`config.mk`:
```
export PLATFORM = sky130hd
export DESIGN_NAME = axi_req_arbiter_flat
export DESIGN_NICKNAME = d
export VERILOG_FILES = /design/src/rtl/axi_req_arbiter_if.sv /design/src/rtl/axi_req_arbiter.sv /design/src/flat_wrapper.sv
export SDC_FILE = /design/constraint.sdc
export NUM_CORES = 1
export LEC_CHECK = 0
export CAP_MARGIN = 40
export CORE_MARGIN = 1.5
export CORE_UTILIZATION = 39
export CTS_BUF_LIST = sky130_fd_sc_hd__clkbuf_8 sky130_fd_sc_hd__clkbuf_16
export CTS_CLUSTER_SIZE = 40
export DETAILED_ROUTE_END_ITERATION = 7
export PLACE_DENSITY = 0.85
export SLEW_MARGIN = 5
export SYNTH_ARGS = -nofsm -noshare
export SYNTH_HDL_FRONTEND = slang
export SYNTH_SLANG_ARGS = --single-unit
```
`constraint.sdc`:
```
create_clock -name ACLK -period 3.5 [get_ports ACLK]
set_clock_uncertainty 0.1 [all_clocks]
set_input_delay 0.35 -clock ACLK [delete_from_list [all_inputs] [get_ports ACLK]]
set_output_delay 0.35 -clock ACLK [all_outputs]
set_load 0.02 [all_outputs]
```
`src/rtl/axi_req_arbiter_if.sv`:
```
// Bundle of the requester command/response ports and the AXI4 master port used by
// axi_req_arbiter. The master modport is the arbiter's view; slave is the environment's.
interface axi_req_arbiter_if #(
  parameter int unsigned ADDR_W = 6,
  parameter int unsigned DATA_W = 32,
  parameter int unsigned ID_W   = 1
);
  logic [1:0]          RQ_VALID;
  logic [1:0]          RQ_WRITE;
  logic [2*ADDR_W-1:0] RQ_ADDR;
  logic [2*DATA_W-1:0] RQ_WDATA;
  logic [1:0]          RQ_READY;
  logic [1:0]          RSP_VALID;
  logic [DATA_W-1:0]   RSP_RDATA;
  logic                RSP_ERR;

  logic [ADDR_W-1:0]   M_AXI_AWADDR;
  logic [ID_W-1:0]     M_AXI_AWID;
  logic [7:0]          M_AXI_AWLEN;
  logic [2:0]          M_AXI_AWSIZE;
  logic [1:0]          M_AXI_AWBURST;
  logic [2:0]          M_AXI_AWPROT;
  logic                M_AXI_AWVALID;
  logic                M_AXI_AWREADY;
  logic [DATA_W-1:0]   M_AXI_WDATA;
  logic [DATA_W/8-1:0] M_AXI_WSTRB;
  logic                M_AXI_WLAST;
  logic                M_AXI_WVALID;
  logic                M_AXI_WREADY;
  logic [ID_W-1:0]     M_AXI_BID;
  logic [1:0]          M_AXI_BRESP;
  logic                M_AXI_BVALID;
  logic                M_AXI_BREADY;
  logic [ADDR_W-1:0]   M_AXI_ARADDR;
  logic [ID_W-1:0]     M_AXI_ARID;
  logic [7:0]          M_AXI_ARLEN;
  logic [2:0]          M_AXI_ARSIZE;
  logic [1:0]          M_AXI_ARBURST;
  logic [2:0]          M_AXI_ARPROT;
  logic                M_AXI_ARVALID;
  logic                M_AXI_ARREADY;
  logic [DATA_W-1:0]   M_AXI_RDATA;
  logic [ID_W-1:0]     M_AXI_RID;
  logic [1:0]          M_AXI_RRESP;
  logic                M_AXI_RLAST;
  logic                M_AXI_RVALID;
  logic                M_AXI_RREADY;

  modport master (
    input  RQ_VALID, RQ_WRITE, RQ_ADDR, RQ_WDATA,
    output RQ_READY, RSP_VALID, RSP_RDATA, RSP_ERR,
    output M_AXI_AWADDR, M_AXI_AWID, M_AXI_AWLEN, M_AXI_AWSIZE, M_AXI_AWBURST, M_AXI_AWPROT,
    output M_AXI_AWVALID,
    input  M_AXI_AWREADY,
    output M_AXI_WDATA, M_AXI_WSTRB, M_AXI_WLAST, M_AXI_WVALID,
    input  M_AXI_WREADY,
    input  M_AXI_BID, M_AXI_BRESP, M_AXI_BVALID,
    output M_AXI_BREADY,
    output M_AXI_ARADDR, M_AXI_ARID, M_AXI_ARLEN, M_AXI_ARSIZE, M_AXI_ARBURST, M_AXI_ARPROT,
    output M_AXI_ARVALID,
    input  M_AXI_ARREADY,
    input  M_AXI_RDATA, M_AXI_RID, M_AXI_RRESP, M_AXI_RLAST, M_AXI_RVALID,
    output M_AXI_RREADY
  );

  modport slave (
    output RQ_VALID, RQ_WRITE, RQ_ADDR, RQ_WDATA,
    input  RQ_READY, RSP_VALID, RSP_RDATA, RSP_ERR,
    input  M_AXI_AWADDR, M_AXI_AWID, M_AXI_AWLEN, M_AXI_AWSIZE, M_AXI_AWBURST, M_AXI_AWPROT,
    input  M_AXI_AWVALID,
    output M_AXI_AWREADY,
    input  M_AXI_WDATA, M_AXI_WSTRB, M_AXI_WLAST, M_AXI_WVALID,
    output M_AXI_WREADY,
    output M_AXI_BID, M_AXI_BRESP, M_AXI_BVALID,
    input  M_AXI_BREADY,
    input  M_AXI_ARADDR, M_AXI_ARID, M_AXI_ARLEN, M_AXI_ARSIZE, M_AXI_ARBURST, M_AXI_ARPROT,
    input  M_AXI_ARVALID,
    output M_AXI_ARREADY,
    output M_AXI_RDATA, M_AXI_RID, M_AXI_RRESP, M_AXI_RLAST, M_AXI_RVALID,
    input  M_AXI_RREADY
  );
endinterface

```
`src/rtl/axi_req_arbiter.sv`:
```
// Two-port round-robin arbiter in front of one AXI4 slave; each accepted command becomes
// a single-beat write or read, with at most one transaction outstanding.
module axi_req_arbiter #(
  parameter int unsigned ADDR_W = 6,
  parameter int unsigned DATA_W = 32,
  parameter int unsigned ID_W   = 1
) (
  input logic               ACLK,
  input logic               ARESETn,
  axi_req_arbiter_if.master bus
);

  localparam int unsigned StrbW = DATA_W / 8;

  typedef enum logic [2:0] {StIdle, StWrReq, StWrResp, StRdReq, StRdResp} state_e;

  state_e              state_q;
  logic                ptr_q;
  logic                id_q;
  logic [ADDR_W-1:0]   addr_q;
  logic [DATA_W-1:0]   wdata_q;
  logic [DATA_W-1:0]   rdata_q;
  logic                awvalid_q;
  logic                wvalid_q;
  logic                arvalid_q;
  logic [1:0]          rsp_valid_q;
  logic                rsp_err_q;

  logic                any_valid;
  logic                winner;
  logic [ID_W-1:0]     id_ext;
  logic                aw_left;
  logic                w_left;

  always_comb begin
    any_valid = |bus.RQ_VALID;
    // On a tie the requester that did not win last time goes next.
    winner    = (bus.RQ_VALID == 2'b11) ? ~ptr_q : bus.RQ_VALID[1];
    id_ext    = ID_W'(id_q);
    aw_left   = awvalid_q & ~bus.M_AXI_AWREADY;
    w_left    = wvalid_q & ~bus.M_AXI_WREADY;
  end

  assign bus.RQ_READY = (state_q == StIdle && any_valid) ? (winner ? 2'b10 : 2'b01) : 2'b00;

  always_ff @(posedge ACLK or negedge ARESETn) begin
    if (!ARESETn) begin
      state_q     <= StIdle;
      ptr_q       <= 1'b1;
      id_q        <= 1'b0;
      addr_q      <= '0;
      wdata_q     <= '0;
      rdata_q     <= '0;
      awvalid_q   <= 1'b0;
      wvalid_q    <= 1'b0;
      arvalid_q   <= 1'b0;
      rsp_valid_q <= 2'b00;
      rsp_err_q   <= 1'b0;
    end else begin
      rsp_valid_q <= 2'b00;
      case (state_q)
        StIdle: begin
          if (any_valid) begin
            addr_q  <= winner ? bus.RQ_ADDR[2*ADDR_W-1:ADDR_W] : bus.RQ_ADDR[ADDR_W-1:0];
            wdata_q <= winner ? bus.RQ_WDATA[2*DATA_W-1:DATA_W] : bus.RQ_WDATA[DATA_W-1:0];
            id_q    <= winner;
            ptr_q   <= winner;
            if (bus.RQ_WRITE[winner]) begin
              awvalid_q <= 1'b1;
              wvalid_q  <= 1'b1;
              state_q   <= StWrReq;
            end else begin
              arvalid_q <= 1'b1;
              state_q   <= StRdReq;
            end
          end
        end
        StWrReq: begin
          // AW and W retire independently; move on once neither is still pending.
          awvalid_q <= aw_left;
          wvalid_q  <= w_left;
          if (!aw_left && !w_left) state_q <= StWrResp;
        end
        StWrResp: begin
          if (bus.M_AXI_BVALID) begin
            state_q           <= StIdle;
            rsp_valid_q[id_q] <= 1'b1;
            rsp_err_q         <= (bus.M_AXI_BRESP != 2'b00) || (bus.M_AXI_BID != id_ext);
          end
        end
        StRdReq: begin
          if (bus.M_AXI_ARREADY) begin
            arvalid_q <= 1'b0;
            state_q   <= StRdResp;
          end
        end
        StRdResp: begin
          if (bus.M_AXI_RVALID) begin
            state_q           <= StIdle;
            rdata_q           <= bus.M_AXI_RDATA;
            rsp_valid_q[id_q] <= 1'b1;
            rsp_err_q         <= (bus.M_AXI_RRESP != 2'b00) || !bus.M_AXI_RLAST ||
                                 (bus.M_AXI_RID != id_ext);
          end
        end
        default: state_q <= StIdle;
      endcase
    end
  end

  assign bus.M_AXI_AWADDR  = addr_q;
  assign bus.M_AXI_AWID    = id_ext;
  assign bus.M_AXI_AWLEN   = 8'd0;
  assign bus.M_AXI_AWSIZE  = 3'($clog2(StrbW));
  assign bus.M_AXI_AWBURST = 2'b01;
  assign bus.M_AXI_AWPROT  = 3'b000;
  assign bus.M_AXI_AWVALID = awvalid_q;
  assign bus.M_AXI_WDATA   = wdata_q;
  assign bus.M_AXI_WSTRB   = '1;
  assign bus.M_AXI_WLAST   = 1'b1;
  assign bus.M_AXI_WVALID  = wvalid_q;
  assign bus.M_AXI_BREADY  = (state_q == StWrResp);
  assign bus.M_AXI_ARADDR  = addr_q;
  assign bus.M_AXI_ARID    = id_ext;
  assign bus.M_AXI_ARLEN   = 8'd0;
  assign bus.M_AXI_ARSIZE  = 3'($clog2(StrbW));
  assign bus.M_AXI_ARBURST = 2'b01;
  assign bus.M_AXI_ARPROT  = 3'b000;
  assign bus.M_AXI_ARVALID = arvalid_q;
  assign bus.M_AXI_RREADY  = (state_q == StRdResp);
  assign bus.RSP_VALID     = rsp_valid_q;
  assign bus.RSP_RDATA     = rdata_q;
  assign bus.RSP_ERR       = rsp_err_q;

endmodule

```
`src/flat_wrapper.sv`:
```
// flat-port wrapper written by rule: the top's interface ports become plain ports
module axi_req_arbiter_flat 
#(
  parameter int unsigned ADDR_W = 6,
  parameter int unsigned DATA_W = 32,
  parameter int unsigned ID_W   = 1
)
  (ACLK, ARESETn, bus_RQ_VALID, bus_RQ_WRITE, bus_RQ_ADDR, bus_RQ_WDATA, bus_RQ_READY, bus_RSP_VALID, bus_RSP_RDATA, bus_RSP_ERR, bus_M_AXI_AWADDR, bus_M_AXI_AWID, bus_M_AXI_AWLEN, bus_M_AXI_AWSIZE, bus_M_AXI_AWBURST, bus_M_AXI_AWPROT, bus_M_AXI_AWVALID, bus_M_AXI_AWREADY, bus_M_AXI_WDATA, bus_M_AXI_WSTRB, bus_M_AXI_WLAST, bus_M_AXI_WVALID, bus_M_AXI_WREADY, bus_M_AXI_BID, bus_M_AXI_BRESP, bus_M_AXI_BVALID, bus_M_AXI_BREADY, bus_M_AXI_ARADDR, bus_M_AXI_ARID, bus_M_AXI_ARLEN, bus_M_AXI_ARSIZE, bus_M_AXI_ARBURST, bus_M_AXI_ARPROT, bus_M_AXI_ARVALID, bus_M_AXI_ARREADY, bus_M_AXI_RDATA, bus_M_AXI_RID, bus_M_AXI_RRESP, bus_M_AXI_RLAST, bus_M_AXI_RVALID, bus_M_AXI_RREADY);
  axi_req_arbiter_if #(.ADDR_W(ADDR_W), .DATA_W(DATA_W), .ID_W(ID_W)) bus_i ();
  input logic ACLK;
  input logic ARESETn;
  input wire logic [$bits(bus_i.RQ_VALID)-1:0] bus_RQ_VALID;
  input wire logic [$bits(bus_i.RQ_WRITE)-1:0] bus_RQ_WRITE;
  input wire logic [$bits(bus_i.RQ_ADDR)-1:0] bus_RQ_ADDR;
  input wire logic [$bits(bus_i.RQ_WDATA)-1:0] bus_RQ_WDATA;
  output wire logic [$bits(bus_i.RQ_READY)-1:0] bus_RQ_READY;
  output wire logic [$bits(bus_i.RSP_VALID)-1:0] bus_RSP_VALID;
  output wire logic [$bits(bus_i.RSP_RDATA)-1:0] bus_RSP_RDATA;
  output wire logic [$bits(bus_i.RSP_ERR)-1:0] bus_RSP_ERR;
  output wire logic [$bits(bus_i.M_AXI_AWADDR)-1:0] bus_M_AXI_AWADDR;
  output wire logic [$bits(bus_i.M_AXI_AWID)-1:0] bus_M_AXI_AWID;
  output wire logic [$bits(bus_i.M_AXI_AWLEN)-1:0] bus_M_AXI_AWLEN;
  output wire logic [$bits(bus_i.M_AXI_AWSIZE)-1:0] bus_M_AXI_AWSIZE;
  output wire logic [$bits(bus_i.M_AXI_AWBURST)-1:0] bus_M_AXI_AWBURST;
  output wire logic [$bits(bus_i.M_AXI_AWPROT)-1:0] bus_M_AXI_AWPROT;
  output wire logic [$bits(bus_i.M_AXI_AWVALID)-1:0] bus_M_AXI_AWVALID;
  input wire logic [$bits(bus_i.M_AXI_AWREADY)-1:0] bus_M_AXI_AWREADY;
  output wire logic [$bits(bus_i.M_AXI_WDATA)-1:0] bus_M_AXI_WDATA;
  output wire logic [$bits(bus_i.M_AXI_WSTRB)-1:0] bus_M_AXI_WSTRB;
  output wire logic [$bits(bus_i.M_AXI_WLAST)-1:0] bus_M_AXI_WLAST;
  output wire logic [$bits(bus_i.M_AXI_WVALID)-1:0] bus_M_AXI_WVALID;
  input wire logic [$bits(bus_i.M_AXI_WREADY)-1:0] bus_M_AXI_WREADY;
  input wire logic [$bits(bus_i.M_AXI_BID)-1:0] bus_M_AXI_BID;
  input wire logic [$bits(bus_i.M_AXI_BRESP)-1:0] bus_M_AXI_BRESP;
  input wire logic [$bits(bus_i.M_AXI_BVALID)-1:0] bus_M_AXI_BVALID;
  output wire logic [$bits(bus_i.M_AXI_BREADY)-1:0] bus_M_AXI_BREADY;
  output wire logic [$bits(bus_i.M_AXI_ARADDR)-1:0] bus_M_AXI_ARADDR;
  output wire logic [$bits(bus_i.M_AXI_ARID)-1:0] bus_M_AXI_ARID;
  output wire logic [$bits(bus_i.M_AXI_ARLEN)-1:0] bus_M_AXI_ARLEN;
  output wire logic [$bits(bus_i.M_AXI_ARSIZE)-1:0] bus_M_AXI_ARSIZE;
  output wire logic [$bits(bus_i.M_AXI_ARBURST)-1:0] bus_M_AXI_ARBURST;
  output wire logic [$bits(bus_i.M_AXI_ARPROT)-1:0] bus_M_AXI_ARPROT;
  output wire logic [$bits(bus_i.M_AXI_ARVALID)-1:0] bus_M_AXI_ARVALID;
  input wire logic [$bits(bus_i.M_AXI_ARREADY)-1:0] bus_M_AXI_ARREADY;
  input wire logic [$bits(bus_i.M_AXI_RDATA)-1:0] bus_M_AXI_RDATA;
  input wire logic [$bits(bus_i.M_AXI_RID)-1:0] bus_M_AXI_RID;
  input wire logic [$bits(bus_i.M_AXI_RRESP)-1:0] bus_M_AXI_RRESP;
  input wire logic [$bits(bus_i.M_AXI_RLAST)-1:0] bus_M_AXI_RLAST;
  input wire logic [$bits(bus_i.M_AXI_RVALID)-1:0] bus_M_AXI_RVALID;
  output wire logic [$bits(bus_i.M_AXI_RREADY)-1:0] bus_M_AXI_RREADY;
  assign bus_i.RQ_VALID = bus_RQ_VALID;
  assign bus_i.RQ_WRITE = bus_RQ_WRITE;
  assign bus_i.RQ_ADDR = bus_RQ_ADDR;
  assign bus_i.RQ_WDATA = bus_RQ_WDATA;
  assign bus_RQ_READY = bus_i.RQ_READY;
  assign bus_RSP_VALID = bus_i.RSP_VALID;
  assign bus_RSP_RDATA = bus_i.RSP_RDATA;
  assign bus_RSP_ERR = bus_i.RSP_ERR;
  assign bus_M_AXI_AWADDR = bus_i.M_AXI_AWADDR;
  assign bus_M_AXI_AWID = bus_i.M_AXI_AWID;
  assign bus_M_AXI_AWLEN = bus_i.M_AXI_AWLEN;
  assign bus_M_AXI_AWSIZE = bus_i.M_AXI_AWSIZE;
  assign bus_M_AXI_AWBURST = bus_i.M_AXI_AWBURST;
  assign bus_M_AXI_AWPROT = bus_i.M_AXI_AWPROT;
  assign bus_M_AXI_AWVALID = bus_i.M_AXI_AWVALID;
  assign bus_i.M_AXI_AWREADY = bus_M_AXI_AWREADY;
  assign bus_M_AXI_WDATA = bus_i.M_AXI_WDATA;
  assign bus_M_AXI_WSTRB = bus_i.M_AXI_WSTRB;
  assign bus_M_AXI_WLAST = bus_i.M_AXI_WLAST;
  assign bus_M_AXI_WVALID = bus_i.M_AXI_WVALID;
  assign bus_i.M_AXI_WREADY = bus_M_AXI_WREADY;
  assign bus_i.M_AXI_BID = bus_M_AXI_BID;
  assign bus_i.M_AXI_BRESP = bus_M_AXI_BRESP;
  assign bus_i.M_AXI_BVALID = bus_M_AXI_BVALID;
  assign bus_M_AXI_BREADY = bus_i.M_AXI_BREADY;
  assign bus_M_AXI_ARADDR = bus_i.M_AXI_ARADDR;
  assign bus_M_AXI_ARID = bus_i.M_AXI_ARID;
  assign bus_M_AXI_ARLEN = bus_i.M_AXI_ARLEN;
  assign bus_M_AXI_ARSIZE = bus_i.M_AXI_ARSIZE;
  assign bus_M_AXI_ARBURST = bus_i.M_AXI_ARBURST;
  assign bus_M_AXI_ARPROT = bus_i.M_AXI_ARPROT;
  assign bus_M_AXI_ARVALID = bus_i.M_AXI_ARVALID;
  assign bus_i.M_AXI_ARREADY = bus_M_AXI_ARREADY;
  assign bus_i.M_AXI_RDATA = bus_M_AXI_RDATA;
  assign bus_i.M_AXI_RID = bus_M_AXI_RID;
  assign bus_i.M_AXI_RRESP = bus_M_AXI_RRESP;
  assign bus_i.M_AXI_RLAST = bus_M_AXI_RLAST;
  assign bus_i.M_AXI_RVALID = bus_M_AXI_RVALID;
  assign bus_M_AXI_RREADY = bus_i.M_AXI_RREADY;
  axi_req_arbiter #(.ADDR_W(ADDR_W), .DATA_W(DATA_W), .ID_W(ID_W)) u_core (.ACLK(ACLK), .ARESETn(ARESETn), .bus(bus_i));
endmodule
```
==> flow_summary_export.csv <==
group,metric,value,unit
status,outcome,"complete, no violations",
worst_setup_path,cp_num_cells,3,
sta,finalSetupViolCount,0,
clock_tree,htreeDepth,3,
synth,netlist_top_cells_area,"dfrtp_1, mux2_4, a222oi_1",
worst_setup_path,cp.arrival,2.41,ns
sta,rsz0062_at_grt,"no",
synth,synth-compound-area-share,0.124,
die,pin_count,251,
synth,synthXorXnorAreaFrac,0.00453,
final_layout,fin_area,6030,sq um
sta,tightest_slew,0.590,ns
die,initial_utilization,0.399,
sta,slew_headroom,0.607,
final_layout,syn_to_final_growth,55.9,%
grt,grt_start_max_net_pins,47,
sta,maxSlewViolCount,0,
die,die_y,103,um
routing,via_count,3090,
worst_setup_path,setup.worst_path.end_class,"primary output",
worst_setup_path,rrSetupSlack,1.49,ns
clock_tree,ctsLongestPathBuffers,2,
pwr,netSwitchingFraction,0.379,
pwr,pwr-share-comb,0.546,
synth,synth.mux.area_fraction,0.128,
sta,hold_viol,0,
worst_setup_path,rr_endpoint,"u_core.bus.RSP_RDATA[1]",
die,rows,36,
grt,grt_pass1_wl,14900,um
pwr,p_sw,1.99,mW
worst_setup_path,critPathLaunchType,"register",
routing,via_per_inst,4.85,
hold_path,min_path_type,"in -> async",
placement,dpl.cell_count,621,
sta,holdWs,0.408,ns
grt,grtUsageTotal,0.188,
die,core-area,9680,sq um
placement,dpl_cell_area,5830,sq um
die,die_w,103,um
clock_tree,cts_resized,0,
routing,first_pass_iters,8,
routing,drc,0,
clock_tree,cts_buffers,9,
final_layout,layout.nets,626,
clock_tree,cts.clk_slew.worst_paths,0.07,ns
worst_setup_path,crit_fanout,39,
synth,synth_top_family_by_area,"buffers and inverters",
job,cap_violations,0,
routing,antenna_left,0,
worst_setup_path,crit_type,"reg -> out",
synth,synth_top_cell_by_area,"dfrtp_1",
synth,synth_adder_area_share,0,
worst_setup_path,required,3.05,ns
pwr,p_leak,2.76,nW
placement,globalplace.congestion,0.717,
synth,syn_avg_cell_area,12.9,sq um
worst_setup_path,path_cells,"nor3_2 > and3_4 > clkdlybuf4s50_1",
synth,async_flop_share,1.00,
final_layout,fin_cells,637,
die,dieArea,10500,sq um
grt,grt_overflow_total,0,
synth,synth_cell_type_count,35,
final_layout,mostFrequentLayoutCell,"clkdlybuf4s50_1",
sta,max_freq,349,MHz
sta,period_needed,2.86,ns
clock_tree,insertion_delay,0.34,ns
worst_setup_path,r2r-start,"u_core.state_q[0]",
final_layout,n_antenna_cell,0,
synth,synth-seq-cells,81,
routing,drt_iter0_drc,196,
synth,seq_area_frac_synth,0.524,
pwr,power_frac_seq,0.326,
pwr,p_clk_frac,0.128,
synth,synth_simple_gate_area_frac,0.0382,
final_layout,final_layout_size_suffix_gt1_frac,0.113,
routing,routed_wl,10300,um
pwr,powerDensity,871,nW/um^2
final_layout,fill_cells,771,
clock_tree,cts_sinks,81,
synth,synthesis.instances,300,
final_layout,post-route-util,0.623,
pwr,vdd_drop_max,453,uV
pwr,intPower,3.26,mW
synth,syn-cell-area,3870,sq um
clock_tree,cts_root_buffer,"clkbuf_8",
routing,wl_per_cell,16.2,um
final_layout,final_cell_mix,"clkdlybuf4s50_1, dfrtp_1, inv_1, a222oi_1, conb_1",
grt,antenna_found_initial,0,
worst_setup_path,cpMaxStageDelayCell,"clkdlybuf4s50_1",
worst_setup_path,critical_path_buf_inv_count,1,
clock_tree,tritoncts,"yes",
synth,synth_ff_type,"dfrtp_1",
worst_setup_path,max_stage_delay,0.69,ns
synth,synth-edff-count,0,
synth,yosysWarnings,0,
sta,min_period_over_period,0.818,
worst_setup_path,critPathTopFamily,"simple AND/OR/NAND/NOR gates",
grt,grt_pass1_vias,3055,
sta,tns,0,ns
worst_setup_path,rr_worst_depth,3,
synth,synth_top_area_frac,0.518,
placement,io_buffers,213,
placement,dp_hpwl,7720,um
-- power by group through the flow --
stage | registers (mW) | logic, mW | clock network, mW
2_1_floorplan | 2.18 | 1.18 | 0
3_3_place_gp | 1.68 | 2.78 | 0
3_5_place_dp | 1.72 | 2.87 | 0
4_1_cts | 1.71 | 2.89 | 0.700
5_1_grt | 1.76 | 3.06 | 0.729
6_report | 1.71 | 2.87 | 0.671
-- through the flow --
| step | power, mW | worst slack [ns] |
|---|---|---|
| after floorplan | 3.36 | 1.68 |
| after global placement | 4.46 | 0.966 |
| after detailed placement | 4.59 | 0.941 |
| after CTS | 5.30 | 0.614 |
| after global routing | 5.55 | 0.503 |
| final | 5.25 | 0.636 |
-- how the worst max path moves through the flow --
stage	slack (ns)	to	from
2_1_floorplan	1.68	u_core.bus.RSP_RDATA[0]	u_core.state_q[1]
4_1_cts	0.61	bus_RQ_READY[0]	u_core.state_q[1]
5_1_grt	0.50	bus_RQ_READY[0]	u_core.state_q[1]
3_5_place_dp	0.94	bus_RQ_READY[0]	bus_RQ_VALID[0]
6_report	0.64	bus_RQ_READY[0]	u_core.state_q[1]
3_3_place_gp	0.97	bus_RQ_READY[0]	bus_RQ_VALID[1]
-- repair_timing --
item,4_1_cts,5_1_grt
setup buffers,0,0
hold endpoints to repair,34,0
hold buffers,1,0
setup endpoints to repair,0,0
-- synth_stat cells, types with 2 or more instances --
cell type   n
o22ai_1     2
a21o_1      2
buf_6       7
mux2_4     30
dfrtp_1    80
o21ai_0     2
xor2_1      2
nor2_1      3
a222oi_1   38
a21oi_1     2
buf_4      45
a2bb2oi_1   2
inv_1      43
conb_1      2
and2_1      3
buf_12      4
nand2b_1    2
mux2_2      3
nand2_1     6
buf_2       7
-- worst reg2reg max path, delay by kind of cell, from the launching register on --
kind | cells | cell delay, ns
multiplexers | 1 | 0.42
flip-flops | 1 | 0.49
AND/OR/NAND/NOR | 2 | 0.89
-- area by class of cell --
type,count,area [sq um],area share
clock inverter,4,43.8,0.00726
clock buffer,11,151,0.0251
sequential,81,2030,0.336
multi-input combinational,148,1280,0.213
tap,133,166,0.0276
timing repair buffer,217,2190,0.364
inverter,43,161,0.0268
-- state kept, by name, indices dropped and copies added (netlist names) --
| signal | cells |
|---|---|
| u_core.bus.M_AXI_ARADDR | 6 |
| u_core.bus.M_AXI_ARID | 1 |
| u_core.bus.M_AXI_ARVALID | 1 |
| u_core.bus.M_AXI_AWVALID | 1 |
| u_core.bus.M_AXI_WDATA | 32 |
| u_core.bus.M_AXI_WVALID | 1 |
| u_core.bus.RSP_ERR | 1 |
| u_core.bus.RSP_RDATA | 32 |
| u_core.bus.RSP_VALID | 2 |
| u_core.ptr_q | 1 |
| u_core.state_q | 3 |
-- routing by layer --
layer | vias up | wire, um | global-route usage
met2 | 193 | 5130 | 0.327
met1 | 1501 | 3910 | 0.210
met5 | - | 0 | 0
met3 | 15 | 1050 | 0.0563
met4 | 0 | 209 | 0.0938
li1 | 1381 | - | -
-- cell families after synthesis --
family                 after synthesis
flip-flops                          81
other                                2
XOR/XNOR                             2
buffers and inverters              106
AND/OR/NAND/NOR                     23
AO/OA/AOI/OAI                       52
multiplexers                        34
Note: power is estimated with default switching activity, not from simulation.
